<file path="config.mk">
export PLATFORM = sky130hd
export DESIGN_NAME = prime_seek_engine
export DESIGN_NICKNAME = d
export VERILOG_FILES = /design/src/rtl/prime_seek_pkg.sv /design/src/rtl/prime_rem_unit.sv /design/src/rtl/prime_seek_engine.sv
export SDC_FILE = /design/constraint.sdc
export NUM_CORES = 1
export LEC_CHECK = 0
export ABC_CLOCK_PERIOD_IN_PS = 23400
export CORE_MARGIN = 10
export CORE_UTILIZATION = 45
export DETAILED_ROUTE_END_ITERATION = 6
export GPL_TIMING_DRIVEN = 0
export PLACE_DENSITY = 0.58
export SKIP_LAST_GASP = 1
export SYNTH_ARGS = -nofsm -noshare
export SYNTH_HDL_FRONTEND = slang
export SYNTH_SLANG_ARGS = --single-unit
</file>
<file path="constraint.sdc">
create_clock -name i_clk -period 23.4 [get_ports i_clk]
set_input_delay 4.68 -clock i_clk [delete_from_list [all_inputs] [get_ports i_clk]]
set_output_delay 4.68 -clock i_clk [all_outputs]
set_load 0.005 [all_outputs]
</file>
<file path="src/rtl/prime_seek_pkg.sv">
// Shared definitions for the prime search engine.
//   state_e      : controller states
//   DIR_UP/DOWN  : encodings of the search direction input
//   rem_latency  : cycles from remainder-unit launch to rem_valid
package prime_seek_pkg;

    typedef enum logic [2:0] {
        ST_IDLE   = 3'd0,
        ST_LOAD   = 3'd1,
        ST_CHECK  = 3'd2,
        ST_DIVIDE = 3'd3,
        ST_NEXT   = 3'd4,
        ST_DONE   = 3'd5
    } state_e;

    localparam logic DIR_UP   = 1'b0;
    localparam logic DIR_DOWN = 1'b1;

    // One load cycle followed by one cycle per quotient bit.
    function automatic int unsigned rem_latency(input int unsigned width);
        return width + 32'd1;
    endfunction

endpackage

</file>
<file path="src/rtl/prime_rem_unit.sv">
// Restoring remainder divider, one quotient bit per cycle.
//   i_clk, i_rst_n       : clock, asynchronous active-low reset
//   i_go                 : launch strobe, captures dividend and divisor
//   i_dividend/i_divisor : operands (divisor must be non-zero)
//   o_rem                : remainder, valid from o_rem_valid until next i_go
//   o_rem_valid          : one-cycle pulse, rem_latency(WIDTH) cycles after launch
module prime_rem_unit
    import prime_seek_pkg::*;
#(
    parameter int WIDTH = 16
) (
    input  logic             i_clk,
    input  logic             i_rst_n,
    input  logic             i_go,
    input  logic [WIDTH-1:0] i_dividend,
    input  logic [WIDTH-1:0] i_divisor,
    output logic [WIDTH-1:0] o_rem,
    output logic             o_rem_valid
);

    localparam int unsigned STEPS = rem_latency(WIDTH) - 32'd1;
    localparam int          CW    = $clog2(STEPS + 1);
    localparam logic [CW-1:0] CNT_LOAD = CW'(STEPS);
    localparam logic [CW-1:0] CNT_ONE  = CW'(32'd1);
    localparam logic [CW-1:0] CNT_ZERO = CW'(32'd0);

    logic [WIDTH-1:0] r_rem;
    logic [WIDTH-1:0] r_dvd;
    logic [WIDTH-1:0] r_dvs;
    logic [CW-1:0]    r_cnt;
    logic             r_valid;

    logic [WIDTH:0]   w_shift;
    logic             w_ge;
    logic [WIDTH-1:0] w_sub;
    logic [WIDTH-1:0] w_rem_next;

    // One restoring step: shift in the next dividend bit, subtract when it fits.
    // The difference is always below the divisor, so the low WIDTH bits suffice.
    always_comb begin
        w_shift = {r_rem, r_dvd[WIDTH-1]};
        w_ge    = (w_shift >= {1'b0, r_dvs});
        w_sub   = w_shift[WIDTH-1:0] - r_dvs;
        if (w_ge) begin
            w_rem_next = w_sub;
        end else begin
            w_rem_next = w_shift[WIDTH-1:0];
        end
    end

    // Operand capture, bit-serial iteration and the completion pulse.
    always_ff @(posedge i_clk or negedge i_rst_n) begin
        if (!i_rst_n) begin
            r_rem   <= {WIDTH{1'b0}};
            r_dvd   <= {WIDTH{1'b0}};
            r_dvs   <= {WIDTH{1'b0}};
            r_cnt   <= CNT_ZERO;
            r_valid <= 1'b0;
        end else begin
            r_valid <= 1'b0;
            if (i_go) begin
                r_rem <= {WIDTH{1'b0}};
                r_dvd <= i_dividend;
                r_dvs <= i_divisor;
                r_cnt <= CNT_LOAD;
            end else if (r_cnt != CNT_ZERO) begin
                r_rem <= w_rem_next;
                r_dvd <= {r_dvd[WIDTH-2:0], 1'b0};
                r_cnt <= r_cnt - CNT_ONE;
                if (r_cnt == CNT_ONE) begin
                    r_valid <= 1'b1;
                end
            end
        end
    end

    assign o_rem       = r_rem;
    assign o_rem_valid = r_valid;

endmodule

</file>
<file path="src/rtl/prime_seek_engine.sv">
// Nearest-prime search: from a seed, steps up or down (wrapping at LIMIT / 2)
// until a prime is found, using odd trial division via prime_rem_unit.
//   i_clk, i_rst_n : clock, asynchronous active-low reset
//   i_start        : request, sampled only while idle
//   i_num_in       : seed, captured with i_start
//   i_dir          : 0 = search upward, 1 = downward
//   i_inclusive    : 1 = the seed itself may be the answer
//   o_busy         : high from the cycle after acceptance through the done cycle
//   o_done         : one-cycle result strobe
//   o_prime_out    : result, held until the next o_done
//   o_wrapped      : search crossed the wrap boundary, held with o_prime_out
module prime_seek_engine
    import prime_seek_pkg::*;
#(
    parameter int          WIDTH = 16,
    parameter int unsigned LIMIT = 2**WIDTH - 1
) (
    input  logic             i_clk,
    input  logic             i_rst_n,
    input  logic             i_start,
    input  logic [WIDTH-1:0] i_num_in,
    input  logic             i_dir,
    input  logic             i_inclusive,
    output logic             o_busy,
    output logic             o_done,
    output logic [WIDTH-1:0] o_prime_out,
    output logic             o_wrapped
);

    localparam logic [WIDTH-1:0] LIM   = WIDTH'(LIMIT);
    localparam logic [WIDTH-1:0] ZERO  = WIDTH'(32'd0);
    localparam logic [WIDTH-1:0] ONE   = WIDTH'(32'd1);
    localparam logic [WIDTH-1:0] TWO   = WIDTH'(32'd2);
    localparam logic [WIDTH-1:0] THREE = WIDTH'(32'd3);
    localparam logic [WIDTH-1:0] FOUR  = WIDTH'(32'd4);

    state_e           r_state;
    logic [WIDTH-1:0] r_seed;
    logic             r_dir;
    logic             r_incl;
    logic [WIDTH-1:0] r_cand;
    logic [WIDTH-1:0] r_fac;
    logic             r_wrap;
    logic             r_launch;
    logic             r_busy;
    logic             r_done;
    logic [WIDTH-1:0] r_prime;
    logic             r_wrapped;

    state_e             w_state_next;
    logic [WIDTH-1:0]   w_cand_next;
    logic [WIDTH-1:0]   w_fac_next;
    logic               w_wrap_next;
    logic               w_launch_next;
    logic               w_capture;
    logic               w_go;
    logic [WIDTH-1:0]   w_rem;
    logic               w_rem_valid;
    logic [WIDTH:0]     w_up;
    logic [WIDTH-1:0]   w_fac_inc;
    logic [2*WIDTH-1:0] w_fac_sq;

    prime_rem_unit #(
        .WIDTH (WIDTH)
    ) u_rem (
        .i_clk       (i_clk),
        .i_rst_n     (i_rst_n),
        .i_go        (w_go),
        .i_dividend  (r_cand),
        .i_divisor   (r_fac),
        .o_rem       (w_rem),
        .o_rem_valid (w_rem_valid)
    );

    // Stepping and square-compare datapath; the upward step keeps its carry so
    // a candidate of 2**WIDTH-1 still detects crossing LIMIT.
    always_comb begin
        w_up      = {1'b0, r_cand} + {{WIDTH{1'b0}}, 1'b1};
        w_fac_inc = r_fac + TWO;
        w_fac_sq  = {{WIDTH{1'b0}}, w_fac_inc} * {{WIDTH{1'b0}}, w_fac_inc};
    end

    // Controller next-state and datapath register updates.
    always_comb begin
        w_state_next  = r_state;
        w_cand_next   = r_cand;
        w_fac_next    = r_fac;
        w_wrap_next   = r_wrap;
        w_launch_next = 1'b0;
        w_capture     = 1'b0;
        w_go          = 1'b0;
        case (r_state)
            ST_IDLE: begin
                if (i_start) begin
                    w_capture    = 1'b1;
                    w_wrap_next  = 1'b0;
                    w_state_next = ST_LOAD;
                end else begin
                    w_state_next = ST_IDLE;
                end
            end
            ST_LOAD: begin
                if (r_seed > LIM) begin
                    // Out-of-range seed restarts at the far end and is tested as-is.
                    w_cand_next  = (r_dir == DIR_DOWN) ? LIM : TWO;
                    w_wrap_next  = 1'b1;
                    w_state_next = ST_CHECK;
                end else if (r_incl) begin
                    w_cand_next  = r_seed;
                    w_state_next = ST_CHECK;
                end else begin
                    w_cand_next  = r_seed;
                    w_state_next = ST_NEXT;
                end
            end
            ST_CHECK: begin
                if (r_cand < TWO) begin
                    w_state_next = ST_NEXT;
                end else if (r_cand < FOUR) begin
                    w_state_next = ST_DONE;
                end else if (!r_cand[0]) begin
                    w_state_next = ST_NEXT;
                end else begin
                    w_fac_next    = THREE;
                    w_launch_next = 1'b1;
                    w_state_next  = ST_DIVIDE;
                end
            end
            ST_DIVIDE: begin
                // r_launch marks the first cycle of each trial division.
                w_go = r_launch;
                if (w_rem_valid) begin
                    if (w_rem == ZERO) begin
                        w_state_next = ST_NEXT;
                    end else begin
                        w_fac_next = w_fac_inc;
                        if (w_fac_sq > {{WIDTH{1'b0}}, r_cand}) begin
                            w_state_next = ST_DONE;
                        end else begin
                            w_launch_next = 1'b1;
                            w_state_next  = ST_DIVIDE;
                        end
                    end
                end else begin
                    w_state_next = ST_DIVIDE;
                end
            end
            ST_NEXT: begin
                if (r_dir == DIR_DOWN) begin
                    if (r_cand < THREE) begin
                        w_cand_next = LIM;
                        w_wrap_next = 1'b1;
                    end else begin
                        w_cand_next = r_cand - ONE;
                    end
                end else begin
                    if (w_up > {1'b0, LIM}) begin
                        w_cand_next = TWO;
                        w_wrap_next = 1'b1;
                    end else begin
                        w_cand_next = w_up[WIDTH-1:0];
                    end
                end
                w_state_next = ST_CHECK;
            end
            ST_DONE: begin
                w_state_next = ST_IDLE;
            end
            default: begin
                w_state_next = ST_IDLE;
            end
        endcase
    end

    // State, datapath and registered outputs.
    always_ff @(posedge i_clk or negedge i_rst_n) begin
        if (!i_rst_n) begin
            r_state   <= ST_IDLE;
            r_seed    <= ZERO;
            r_dir     <= 1'b0;
            r_incl    <= 1'b0;
            r_cand    <= ZERO;
            r_fac     <= ZERO;
            r_wrap    <= 1'b0;
            r_launch  <= 1'b0;
            r_busy    <= 1'b0;
            r_done    <= 1'b0;
            r_prime   <= ZERO;
            r_wrapped <= 1'b0;
        end else begin
            r_state  <= w_state_next;
            r_cand   <= w_cand_next;
            r_fac    <= w_fac_next;
            r_wrap   <= w_wrap_next;
            r_launch <= w_launch_next;
            if (w_capture) begin
                r_seed <= i_num_in;
                r_dir  <= i_dir;
                r_incl <= i_inclusive;
            end
            r_busy <= (w_state_next != ST_IDLE);
            r_done <= (w_state_next == ST_DONE);
            if (w_state_next == ST_DONE) begin
                r_prime   <= w_cand_next;
                r_wrapped <= w_wrap_next;
            end
        end
    end

    assign o_busy      = r_busy;
    assign o_done      = r_done;
    assign o_prime_out = r_prime;
    assign o_wrapped   = r_wrapped;

endmodule

</file>
[Word-level counts from Yosys, hierarchy flattened]
Index checks and enable logic that the tools add are counted.
Word-level totals
  logic and storage cells: 96
  input port bits: 21
  flip-flop bits (word level): 128
  output and inout bits: 19
Operators by class
  multiplexer cells: 48
  $add $sub $neg: 5
  order comparisons: 7
  multiply operators: 1
  reductions and logical operators: 7
  eq/ne operators: 11
Operator list (count)
  $mux 16: 15
  $pmux 16 s2: 2
  $gt 32x16->1: 1
  $lt 16x2->1 const B: 2
  $mul 16x16->32: 1
  $mux 3: 8
  $mux 1: 18
  $add 16x1->17 const B: 1
  $ge 17x16->1: 1
  $gt 17x16->1 const B: 1
  $add 16x2->16 const B: 1
  $gt 16x16->1 const B: 1
  $logic_not 16->1: 1
  $lt 16x3->1 const B: 1
  $sub 16x1->16 const B: 1
  $sub 16x16->16: 1
  $pmux 3 s5: 1
  $mux 5: 2
  $ne 2x2->1 const B: 4
  $eq 3x2->1 const B: 2
  $eq 3x3->1 const B: 2
  $reduce_and 6->1: 1
  $eq 5x1->1 const B: 1
  $reduce_bool 5->1: 1
  other kinds (8): 9

[Longest topological paths before layout]
  word-level depth: 8
  mapped depth: 40
  gate-level depth less buffers: 35

[By module]
From an unflattened synthesis, not the netlist that was laid out.
Second synthesis, totals
  cells, all modules: 1776
  area total of the unflattened synthesis: 15488.6 um^2
By module, submodules not included
  prime_seek_engine: instances 1, area an instance 12156.7 um^2, cells an instance 1403, seq. area each 1851.8 um^2
  prime_rem_unit: instances 1, area an instance 3331.9 um^2, cells an instance 373, seq. area each 1351.3 um^2

[Least setup slack after synthesis]
No wires, ideal clock.
  path type: register to register
  start point: register r_fac[1]
  end point: register r_prime[14] (netlist: o_prime_out[14])
  setup time: 0.127 ns
  arrival time: 8.366 ns
  buffers on the path: 5
  required time: 23.273 ns
  period minus slack after synthesis: 8.493 ns
  path slack: 14.907 ns
  cell stages (with the launch flop): 38
  path through: dfrtp_1 -> clkbuf_1 -> inv_1 -> clkbuf_1 -> ha_1 -> clkbuf_1 -> clkinv_1 -> nand2_1 -> fa_1 -> fa_1 -> inv_1 -> fa_1 -> inv_1 -> fa_1 -> inv_1 -> fa_1 -> inv_1 -> fa_1 -> [2 not listed] -> nand4_1 -> a211oi_2 -> o21ai_0 -> a21boi_0 -> nor2_1 -> xnor2_1 -> ha_1 -> a21oi_1 -> o21ai_0 -> a211oi_1 -> a21oi_1 -> or4_1 -> nor4_1 -> and4_1 -> buf_4 -> buf_6 -> a21oi_1 -> nor3b_2
On the way
  cells in the longest elaborated chain, start to end: 8
RTL lines
  from (decl): RTL line prime_seek_engine.sv:42  | logic [WIDTH-1:0] r_fac;
  from (signal assigned): RTL line prime_seek_engine.sv:193  | r_fac <= w_fac_next;
  $add 16x2->16: RTL line prime_seek_engine.sv:79  | w_fac_inc = r_fac + TWO;
  $mul 16x16->32: RTL line prime_seek_engine.sv:80  | w_fac_sq = {{WIDTH{1'b0}}, w_fac_inc} * {{WIDTH{1'b0}}, w_fac_inc};
  $gt 32x16->1: RTL line prime_seek_engine.sv:137  | if (w_fac_sq > {{WIDTH{1'b0}}, r_cand}) begin
  $mux 3: RTL line prime_seek_engine.sv:137
  $mux 3: RTL line prime_seek_engine.sv:133  | if (w_rem == ZERO) begin
  $mux 3: RTL line prime_seek_engine.sv:132  | if (w_rem_valid) begin
  $pmux 3 s5: RTL line prime_seek_engine.sv:92  | case (r_state)
  $eq 3x3->1: RTL line prime_seek_engine.sv:203  | if (w_state_next == ST_DONE) begin
  to (signal assigned): RTL line prime_seek_engine.sv:204  | r_prime <= w_cand_next;
  to (decl): RTL line prime_seek_engine.sv:47  | logic [WIDTH-1:0] r_prime;
Every way passes these cells.
A chain may end at the register's enable or synchronous reset.

[Worst setup path in the final report]
  start point: register r_fac[2]
  end point: register r_done (netlist: o_done)
On the way
  cells in the longest elaborated chain, start to end: 8
RTL lines
  $add 16x2->16: RTL line prime_seek_engine.sv:79
  $mul 16x16->32: RTL line prime_seek_engine.sv:80
  $gt 32x16->1: RTL line prime_seek_engine.sv:137
  $mux 3: RTL line prime_seek_engine.sv:137
  $mux 3: RTL line prime_seek_engine.sv:133
  $mux 3: RTL line prime_seek_engine.sv:132
  $pmux 3 s5: RTL line prime_seek_engine.sv:92
  $eq 3x3->1: RTL line prime_seek_engine.sv:202  | r_done <= (w_state_next == ST_DONE);
  to (signal assigned): RTL line prime_seek_engine.sv:202
  to (decl): RTL line prime_seek_engine.sv:46  | logic r_done;
Every way passes these cells.

==> results.json <==
{
  "maxSlewHeadroom": 0.0261,
  "power.share.switching": 0.439,
  "stdcell_area_sq_um": 17100,
  "die_w_um": 205,
  "pwr-share-clk": 0.226,
  "p_comb_frac": 0.511,
  "start_kind": "flop",
  "worst_slack_ns": 12.15,
  "power.switching_uw": 602,
  "postSynth.asyncResetShare": 1.00,
  "clockRootBuffer": "clkbuf_16",
  "slew_violations": 0,
  "route.detailed.drc": 0,
  "rows": 67,
  "worst_pin_slew_ns": 1.46,
  "cpPeakStageDelay_ns": 1.11,
  "dieArea_sq_um": 42100,
  "synth_edf_count": 0,
  "routedWlPerCell_um": 18.7,
  "drive_above_1_share": 0.0567,
  "numCtsBuffers": 17,
  "cts_sinks": 128,
  "clkTransAtPathRegs_ns": 0.06,
  "path_class": "reg -> reg",
  "post-place-ws_ns": 12.17,
  "grt_pass1_wl_um": 71700,
  "detailed_place_hpwl_um": 34500,
  "antenna_found_initial": 0,
  "rsz0062_at_grt": "no",
  "diodes": 0,
  "viasPerCell": 5.53,
  "start_util": 0.458,
  "areaGrowthSynthToFinish_pct": 10.9,
  "dp.cells": 2303,
  "io_pins": 40,
  "end_kind": "flop",
  "critPathSlowestCell": "xor2_1",
  "p_seq_frac": 0.262,
  "fin_setup_tns_ns": 0,
  "ctsResizeCount": 0,
  "grt_usage": 0.213,
  "htreeDepth": 4,
  "cts_buffer_depth": 2,
  "hold_slack_ns": 0.515,
  "drtIter0Drc": 933,
  "grt_pass1_vias": 13100,
  "die_h_um": 205,
  "yosys_warnings": 0,
  "place_area_sq_um": 16500,
  "ys_types": 79,
  "period_needed_ns": 11.25,
  "hp-class": "reg -> reg",
  "hold_viol": 0,
  "cts_hold_buffers": 0,
  "clk_latency_ns": 0.43,
  "power.total_mw": 1.37,
  "ant_nets": 0,
  "drv_cap": 0,
  "ir_worst_vdd_uv": 67.1,
  "cts_tree": "yes",
  "power_density_nw_per_um2": 80.0,
  "finalNonFillerCells": 2335,
  "power_leakage_nw": 8.35,
  "grt_max_degree": 82,
  "syn_area_sq_um": 15400,
  "synth-seq-cells": 128,
  "vias": 12900,
  "min_period_over_period": 0.481,
  "fillers": 3235,
  "setup_viol": 0,
  "arrival_ns": 11.51,
  "gp_congestion": 0.957,
  "fmax_ghz": 0.0889,
  "nNetsFinal": 2195,
  "drt-pass1-iter-count": 6,
  "critPathMaxFanout": 10,
  "syn-num-nets": 2135,
  "syn_area_per_cell_sq_um": 8.52,
  "ys_seq_area_frac": 0.207,
  "core_area_sq_um": 33700,
  "postSynthCellCount": 1814,
  "ys.flop_type": "dfrtp_1",
  "gr-total-overflow": 0,
  "critical_path_required_ns": 23.66,
  "post-route-util": 0.509,
  "drt_wl_total_um": 43600,
  "post_cts_buffers": 0,
  "port-buffer-count": 39,
  "outcome": "completed",
  "cpMostUsedCell": "fa_1",
  "p_int_uw": 769,
  "finClkSkew_ns": 0.00870
}
sequential cells by signal, indices dropped and copies added, names as in the netlist, 3 cells and up:
| signal | cells |
|---|---|
| r_cand | 16 |
| u_rem.o_rem | 16 |
| u_rem.r_dvs | 16 |
| r_state | 3 |
| r_fac | 16 |
| u_rem.r_dvd | 16 |
| r_seed | 16 |
| o_prime_out | 16 |
| u_rem.r_cnt | 5 |
power by group through the flow:
stage | clock (mW) | sequential [mW] | combinational (mW)
2_1_floorplan | 0 | 0.339 | 0.502
3_3_place_gp | 0 | 0.361 | 0.677
3_5_place_dp | 0 | 0.361 | 0.690
4_1_cts | 0.315 | 0.359 | 0.695
5_1_grt | 0.326 | 0.369 | 0.785
6_report | 0.311 | 0.360 | 0.701
area by class of cell:
cell class                      count  area (sq um)  share of cell area
Tap cell                          448           561              0.0327
Sequential cell                   128          3200               0.187
Clock inverter                     13           233              0.0136
Multi-Input combinational cell   1306         10800               0.630
Buffer                             85           364              0.0212
Inverter                          295          1110              0.0646
Clock buffer                       19           443              0.0258
Timing Repair Buffer               41           430              0.0251
final timing paths:
path | start | to | slack (ns) | cells past startpoint
setup / recovery | r_fac[2]$_DFFE_PN0P_ | o_done$_DFF_PN0_ | 12.15 | 34
hold / removal | r_seed[4]$_DFFE_PN0P_ | r_seed[4]$_DFFE_PN0P_ | 0.51 | 1
setup reg to reg | r_fac[2]$_DFFE_PN0P_ | o_done$_DFF_PN0_ | 12.15 | 34
hold reg to reg | r_seed[4]$_DFFE_PN0P_ | r_seed[4]$_DFFE_PN0P_ | 0.51 | 1
max in group asynchronous | i_rst_n | u_rem.o_rem[12]$_DFFE_PN0P_ | 18.43 | 2
min in group asynchronous | i_rst_n | r_seed[8]$_DFFE_PN0P_ | 4.19 | 1
metal layers:
layer  GRT usage  vias to the layer above  part of all wire
met4      0.0365                        0             0.010
met1       0.311                     6363              0.49
met2       0.335                      354              0.45
met5           0                        -                 0
li1            -                     6148                 -
met3      0.0280                       38             0.052
placed cells by master (no fill, tap or decap), types with 33 or more instances in the layout:
master           netlist  routed
inv_1                284     284
fa_1                 167     167
o21ai_0               77      77
nor3_1                58      58
nor2_1               168     168
clkbuf_1              67      68
a21oi_1               78      78
nand2_1              183     183
clkdlybuf4s50_1        0      38
ha_1                 133     133
xnor2_1               47      45
dfrtp_1              128     128
nand3_1               33      33
worst max-delay path, delay by kind of cell, from the launching register on:
family	cells	cell delay, ns
flops	1	0.53
buf+inv	7	1.49
fa+ha+maj	9	3.46
xor+xnor	2	1.29
simple gates	10	2.80
compound gates	6	1.47
synth_stat cells, types with 14 or more instances:
cell	n	area, sq um
inv_1	284	1070
nand2_1	183	687
nor2_1	168	631
fa_1	167	3340
ha_1	133	1660
dfrtp_1	128	3200
a21oi_1	78	390
o21ai_0	77	385
clkbuf_1	67	251
nor3_1	58	290
xnor2_1	47	412
nand3_1	33	165
a31oi_1	27	169
nor4_1	20	125
mux2_2	19	214
nand4_1	19	119
o21ai_1	18	90.1
nand2b_1	17	106
a22oi_1	14	105
and3_1	14	87.6
xor2_1	14	123
logic make-up (layout without fill, tap and decap cells):
family	after synthesis	in the layout	share of synthesized area
flip-flops	128	128	0.207
buffers and inverters	380	453	0.0952
AO/OA/AOI/OAI	338	338	0.141
XOR/XNOR	61	61	0.0346
adder cells (fa/ha/maj)	300	300	0.324
multiplexers	25	25	0.0177
AND/OR/NAND/NOR	582	582	0.180
No activity file was read; power rests on OpenSTA's default activity.
==> RTL edit 1, RTL diff (same flow settings) <==
`WIDTH` is set to 16 in 2 places; all go to 18.
--- a/src/rtl/prime_rem_unit.sv
+++ b/src/rtl/prime_rem_unit.sv
@@ -9,3 +9,3 @@
 #(
-    parameter int WIDTH = 16
+    parameter int WIDTH = 18
 ) (
--- a/src/rtl/prime_seek_engine.sv
+++ b/src/rtl/prime_seek_engine.sv
@@ -14,3 +14,3 @@
 #(
-    parameter int          WIDTH = 16,
+    parameter int          WIDTH = 18,
     parameter int unsigned LIMIT = 2**WIDTH - 1
Interface: changed (resized i_num_in and o_prime_out); port bits go from 40 to 44. The function was not compared with the original's and may differ.
==> RTL edit 1 against the unedited design <==
  * Cell area rose by 13%
  * Sequential cell count rose by 14
  * Count of clock-buffer cells in the layout did not move
  * Total power fell by 0.31%
  * Synthesized area rose by 14%
  * Fmax rose by 1.7%
  * Routed wire length rose by 12%
  * Critical path depth fell by 1
  * Worst setup slack improved by 180 ps
  * Via count rose by 10%
  * Clock skew rose by 3.8 ps
  * Critical endpoint is now o_prime_out[1]
  * Largest power group unchanged
==> RTL edit 1: results (changes against the unedited design) <==
* Ratio of cells with drive above 1 in the final layout at 4.988% (-0.68 points)
* GP Congestion at 0.9232 (-3.5%)
* Hold EP: o_prime_out[7]
* First DRT Iteration DRCs at 1165 (+25%)
* Max_cap viols at 0 (unchanged)
* Slowest cell delay on critical path at 1000 ps (-110 ps)
* Status: complete, no violations
* R2R Setup Slk at 12340 ps (+180 ps)
* R2r startpoint: r_fac[2]
* Post-DP HPWL at 39.35 mm (+14%)
* Vias per Instance at 5.517 (-0.16%)
* Max IR drop VDD at 0.00005074 V (-24%)
* Total GRT Usage at 21.05% (-0.29 points)
* Pre-Repair DR Iteration Count at 5 (-1)
* FF-to-FF End: o_prime_out[1]
* Syn_nets at 2383 (+12%)
* Sequential area share after synthesis at 20.22% (-0.51 points)
* Nets@finish at 2446 (+11%)
* Vias in the first global route at 14.45k (+11%)
* Slew margin rel. at 12.69% (+10 points)
* Largest net degree at the start of global routing at 97 (+18%)
* HP Class: flop to flop
* Pleak at 0.009546 µW (+14%)
* Post-synth cell types at 75 (-5.1%)
* Top cells by area, synth: fa_1 (25%), dfrtp_1 (20%), ha_1 (11%)
* Reg2Reg Depth at 33 (-2.9%)
* Worst path arrival time at 11380 ps (-130 ps)
* Post-synth EDFFs at 0 (unchanged)
* Most frequent cells after synthesis: inv_1 (356), fa_1 (221), nand2_1 (205)
* First-pass GRT wire length at 79.21 mm (+10%)
* Routed WL per cell at 18.96 µm (+1.6%)
* Setup Skew at 12.54 ps (+3.838 ps)
==> RTL edit 1: cell count changes after synthesis, moves of 14 or more <==
cell and change:
inv_1 +72, fa_1 +54, nor3_1 -29, o21ai_0 +23, nand2_1 +22, mux2_4 +19, ha_1 +17, o21ai_1 -17
dfrtp_1 +14
==> RTL edit 1: critical path, delay by kind of cell, from the launching register on <==
kind / cells / cell delay (ps)
mux: 1 / 300
fa+ha+maj: 9 / 3750
simple gates: 9 / 2290
flops: 1 / 540
buf+inv: 6 / 1390
compound gates: 6 / 1480
xor+xnor: 2 / 1190
==> RTL edit 1: worst max-delay path by stage <==
stage | slack [ps] | end | startpoint
3_3_place_gp | 11800 | r_fac[13] | i_rst_n
3_5_place_dp | 12340 | o_prime_out[1] | r_fac[2]
5_1_grt | 11690 | o_prime_out[4] | r_fac[1]
6_report | 12340 | o_prime_out[1] | r_fac[2]
2_1_floorplan | 14690 | o_prime_out[0] | r_fac[1]
4_1_cts | 12320 | o_prime_out[8] | r_fac[2]
==> RTL edit 1: stage by stage <==
| stage | setup slack [ps] | instances | hold slack (ps) | area [µm²] | util [%] |
|---|---|---|---|---|---|
| 2_1_floorplan | 14690 | 1989 | 456.3 | 17580 | - |
| 3_3_place_gp | 11800 | 2550 | 483.1 | 18650 | 48.27 |
| 3_5_place_dp | 12340 | 2551 | 495.3 | 18700 | 48.38 |
| 4_1_cts | 12320 | 2583 | 513.9 | 19280 | 49.89 |
| 5_1_grt | 11690 | 2583 | 529.2 | 19290 | 49.91 |
| 6_report | 12340 | 2583 | 510.5 | 19290 | 49.91 |
==> RTL edit 1: report_power, final <==
group	switching (µW)	total (µW)	internal [µW]
Sequential	75.5	405	329
Combinational	402	683	281
Clock	119	279	160
Total	597	1370	770
==> RTL edit 1: cell families (layout without fill, tap and decap cells) <==
kind of cell    after synthesis  after routing  synth area share (%)
compound gates              326            326                 11.89
buf+inv                     447            523                 9.689
xor+xnor                     75             75                 3.737
mux                          46             46                 3.317
simple gates                582            582                 15.30
flops                       142            142                 20.22
fa+ha+maj                   371            371                 35.85
==> RTL edit 1: cell type report <==
class | instances | share of cell area (%)
multi-input cells | 1400 | 63.97
flip-flops and latches | 142 | 18.42
inverters | 365 | 7.103
well taps | 518 | 3.360
repair buffers | 44 | 2.380
clock buffers | 19 | 2.244
plain buffers | 82 | 1.725
clock inverters | 13 | 0.7913
==> RTL edit 1: per-layer routing <==
| metal | wire (µm) | up-vias | share of wire (%) | track usage [%] |
|---|---|---|---|---|
| met3 | 2427 | 60 | 5.0 | 2.233 |
| met1 | 22700 | 7169 | 46 | 29.58 |
| li1 | - | 6611 | - | - |
| met5 | 0 | - | 0 | 0 |
| met2 | 22930 | 410 | 47 | 34.13 |
| met4 | 921 | 0 | 1.9 | 5.104 |
==> RTL edit 2, RTL diff (same flow settings) <==
Without the edit above. Encoding of `state_e`: now one-hot (6 bits for 6 states).
--- a/src/rtl/prime_seek_pkg.sv
+++ b/src/rtl/prime_seek_pkg.sv
@@ -6,9 +6,9 @@
 
-    typedef enum logic [2:0] {
-        ST_IDLE   = 3'd0,
-        ST_LOAD   = 3'd1,
-        ST_CHECK  = 3'd2,
-        ST_DIVIDE = 3'd3,
-        ST_NEXT   = 3'd4,
-        ST_DONE   = 3'd5
+    typedef enum logic [5:0] {
+        ST_IDLE   = 6'b000001,
+        ST_LOAD   = 6'b000010,
+        ST_CHECK  = 6'b000100,
+        ST_DIVIDE = 6'b001000,
+        ST_NEXT   = 6'b010000,
+        ST_DONE   = 6'b100000
     } state_e;
Behaviour: same outputs for any inputs over 10 cycles, from zero or initial values and one cycle with i_rst_n low; not proved beyond that.
==> RTL edit 2 against the unedited design <==
  * Routed wire length up 0.81%
  * Critical path depth down 3
  * Worst hold slack worse by 29 ps
  * Sequential power down 9.2%
  * Synthesized area about the same
  * Sequential cell count up 3
  * Cell area down 0.63%
  * Total power down 20%
  * Core utilization down 0.32 points
  * Worst setup slack better by 610 ps
  * Fmax up 5.7%
==> RTL edit 2: results (changes against the unedited design) <==
* Post-synthesis adder-cell area fraction at 32.46% (+0.055 points)
* Vias in the first global route at 13.04k (-0.18%)
* Reg2Reg Depth at 31 (-8.8%)
* GP Congestion at 0.9143 (-4.4%)
* Routed WL per cell at 18.60 µm (-0.30%)
* Pleak at 0.008548 µW (+2.4%)
* Vias per Instance at 5.496 (-0.53%)
* Clk Latency, worst-skew pair at 440 ps
* Slowest-stage cell, CP: xnor2_1
* Nets@finish at 2222 (+1.2%)
* Post-CTS sizing at 0 (unchanged)
* Hold Crit Depth at 2 (+1)
* Clk pin slew, worst setup/hold paths at 70 ps
* Sequential area share after synthesis at 21.21% (+0.48 points)
* Worst path arrival time at 10820 ps (-690 ps)
* Status: complete, no violations
* Synth Flop Type: dfrtp_1
* R2R Setup Slk at 12760 ps (+610 ps)
* Post-synth cell types at 80 (+1.3%)
* Diodes inserted at 0 (unchanged)
* Area post-placement at 16450 µm² (about the same)
* Synth Area in XOR/XNOR at 4.127% (+0.67 points)
* First DRT Iteration DRCs at 1255 (+35%)
* Max IR drop VDD at 0.00004906 V (-27%)
* Post-synthesis compound-gate area fraction at 14.22% (+0.15 points)
* Largest net degree at the start of global routing at 78 (-4.9%)
* Pre-Repair DR Iteration Count at 6 (unchanged)
* Internal Pwr Total at 608.9 µW (-21%)
* First-pass GRT wire length at 72.14 mm (+0.62%)
* FF-to-FF End: r_state[5]
* Slowest cell delay on critical path at 900 ps (-210 ps)
* Post-synthesis mux area share at 0.5260% (-1.2 points)
* R2r startpoint: r_fac[1]
* CTS buffer count at 17 (unchanged)
* Top cells by area, synth: fa_1 (22%), dfrtp_1 (21%), ha_1 (11%)
* Setup Skew at 17.14 ps (+8.440 ps)
* Ratio of cells with drive above 1 in the final layout at 3.711% (-2.0 points)
* Slew margin rel. at 15.60% (+13 points)
* Most frequent cells after synthesis: inv_1 (281), nand2_1 (261), fa_1 (167)
* Total GRT Usage at 21.58% (+0.24 points)
* Post-DP HPWL at 35.35 mm (+2.3%)
==> RTL edit 2: changes by cell type after synthesis, moves of 14 or more <==
cell      delta
mux2_2      -18
nand2_1     +78
nand3_1     +19
nand4_1     +20
nor2_1      -38
nor3_1      -29
o211ai_1    +15
o21ai_0     +14
o21ai_1     -15
==> RTL edit 2: critical path: cells and delay by family, from the launching register on <==
kind / cells / cell delay [ps]
AND/OR/NAND/NOR: 11 / 2570
XOR/XNOR: 1 / 900
AO/OA/AOI/OAI: 4 / 1580
buffers and inverters: 7 / 1200
flip-flops: 1 / 460
adder cells (fa/ha/maj): 8 / 3660
==> RTL edit 2: layout make-up <==
type / count / area (µm²)
Clock inverter: 14 / 138.9
Multi-Input combinational cell: 1330 / 10730
Fill cell: 3296 / 16670
Sequential cell: 131 / 3279
Clock buffer: 18 / 439.2
Timing Repair Buffer: 41 / 430.4
Buffer: 86 / 356.6
Tap cell: 448 / 560.5
Inverter: 293 / 1100
==> RTL edit 2: layer usage <==
metal  vias up  track usage, %  share of wire [%]
met5         -               0                  0
met4         0           3.728               0.82
met3        26           2.658                4.6
met2       298           34.34                 46
met1      6416           31.21                 48
li1       6237               -                  -
==> RTL edit 2: metrics by stage <==
step           hold slack, ps  total power (µW)  worst slack, ps  std cells
6_report                485.4              1104            12760       2361
3_3_place_gp            469.9             825.9            12290       2327
2_1_floorplan           444.6             681.4            15490       1840
4_1_cts                 487.3              1100            12910       2361
3_5_place_dp            472.6             830.5            12960       2329
5_1_grt                 514.0              1185            12130       2361
==> RTL edit 2: power groups by stage <==
stage | combinational (µW) | sequential, µW | clock [µW]
finish | 509 | 327 | 267
detailed placement | 502 | 329 | 0
CTS | 503 | 326 | 270
global route | 570 | 334 | 281
floorplan | 371 | 311 | 0
global placement | 495 | 331 | 0
==> RTL edit 2: worst max-delay path by stage <==
stage / start / end
final: r_fac[1] / r_state[5]
after global routing: r_fac[3] / r_state[5]
after CTS: r_fac[3] / r_state[5]
after detailed placement: r_fac[3] / r_state[5]
after global placement: i_rst_n / r_fac[14]
after floorplan: r_fac[1] / o_prime_out[1]
==> RTL edit 2: kinds of logic after synthesis <==
kind of cell / after synthesis
AND/OR/NAND/NOR: 609
XOR/XNOR: 72
buffers and inverters: 379
AO/OA/AOI/OAI: 340
adder cells (fa/ha/maj): 301
flip-flops: 131
multiplexers: 8
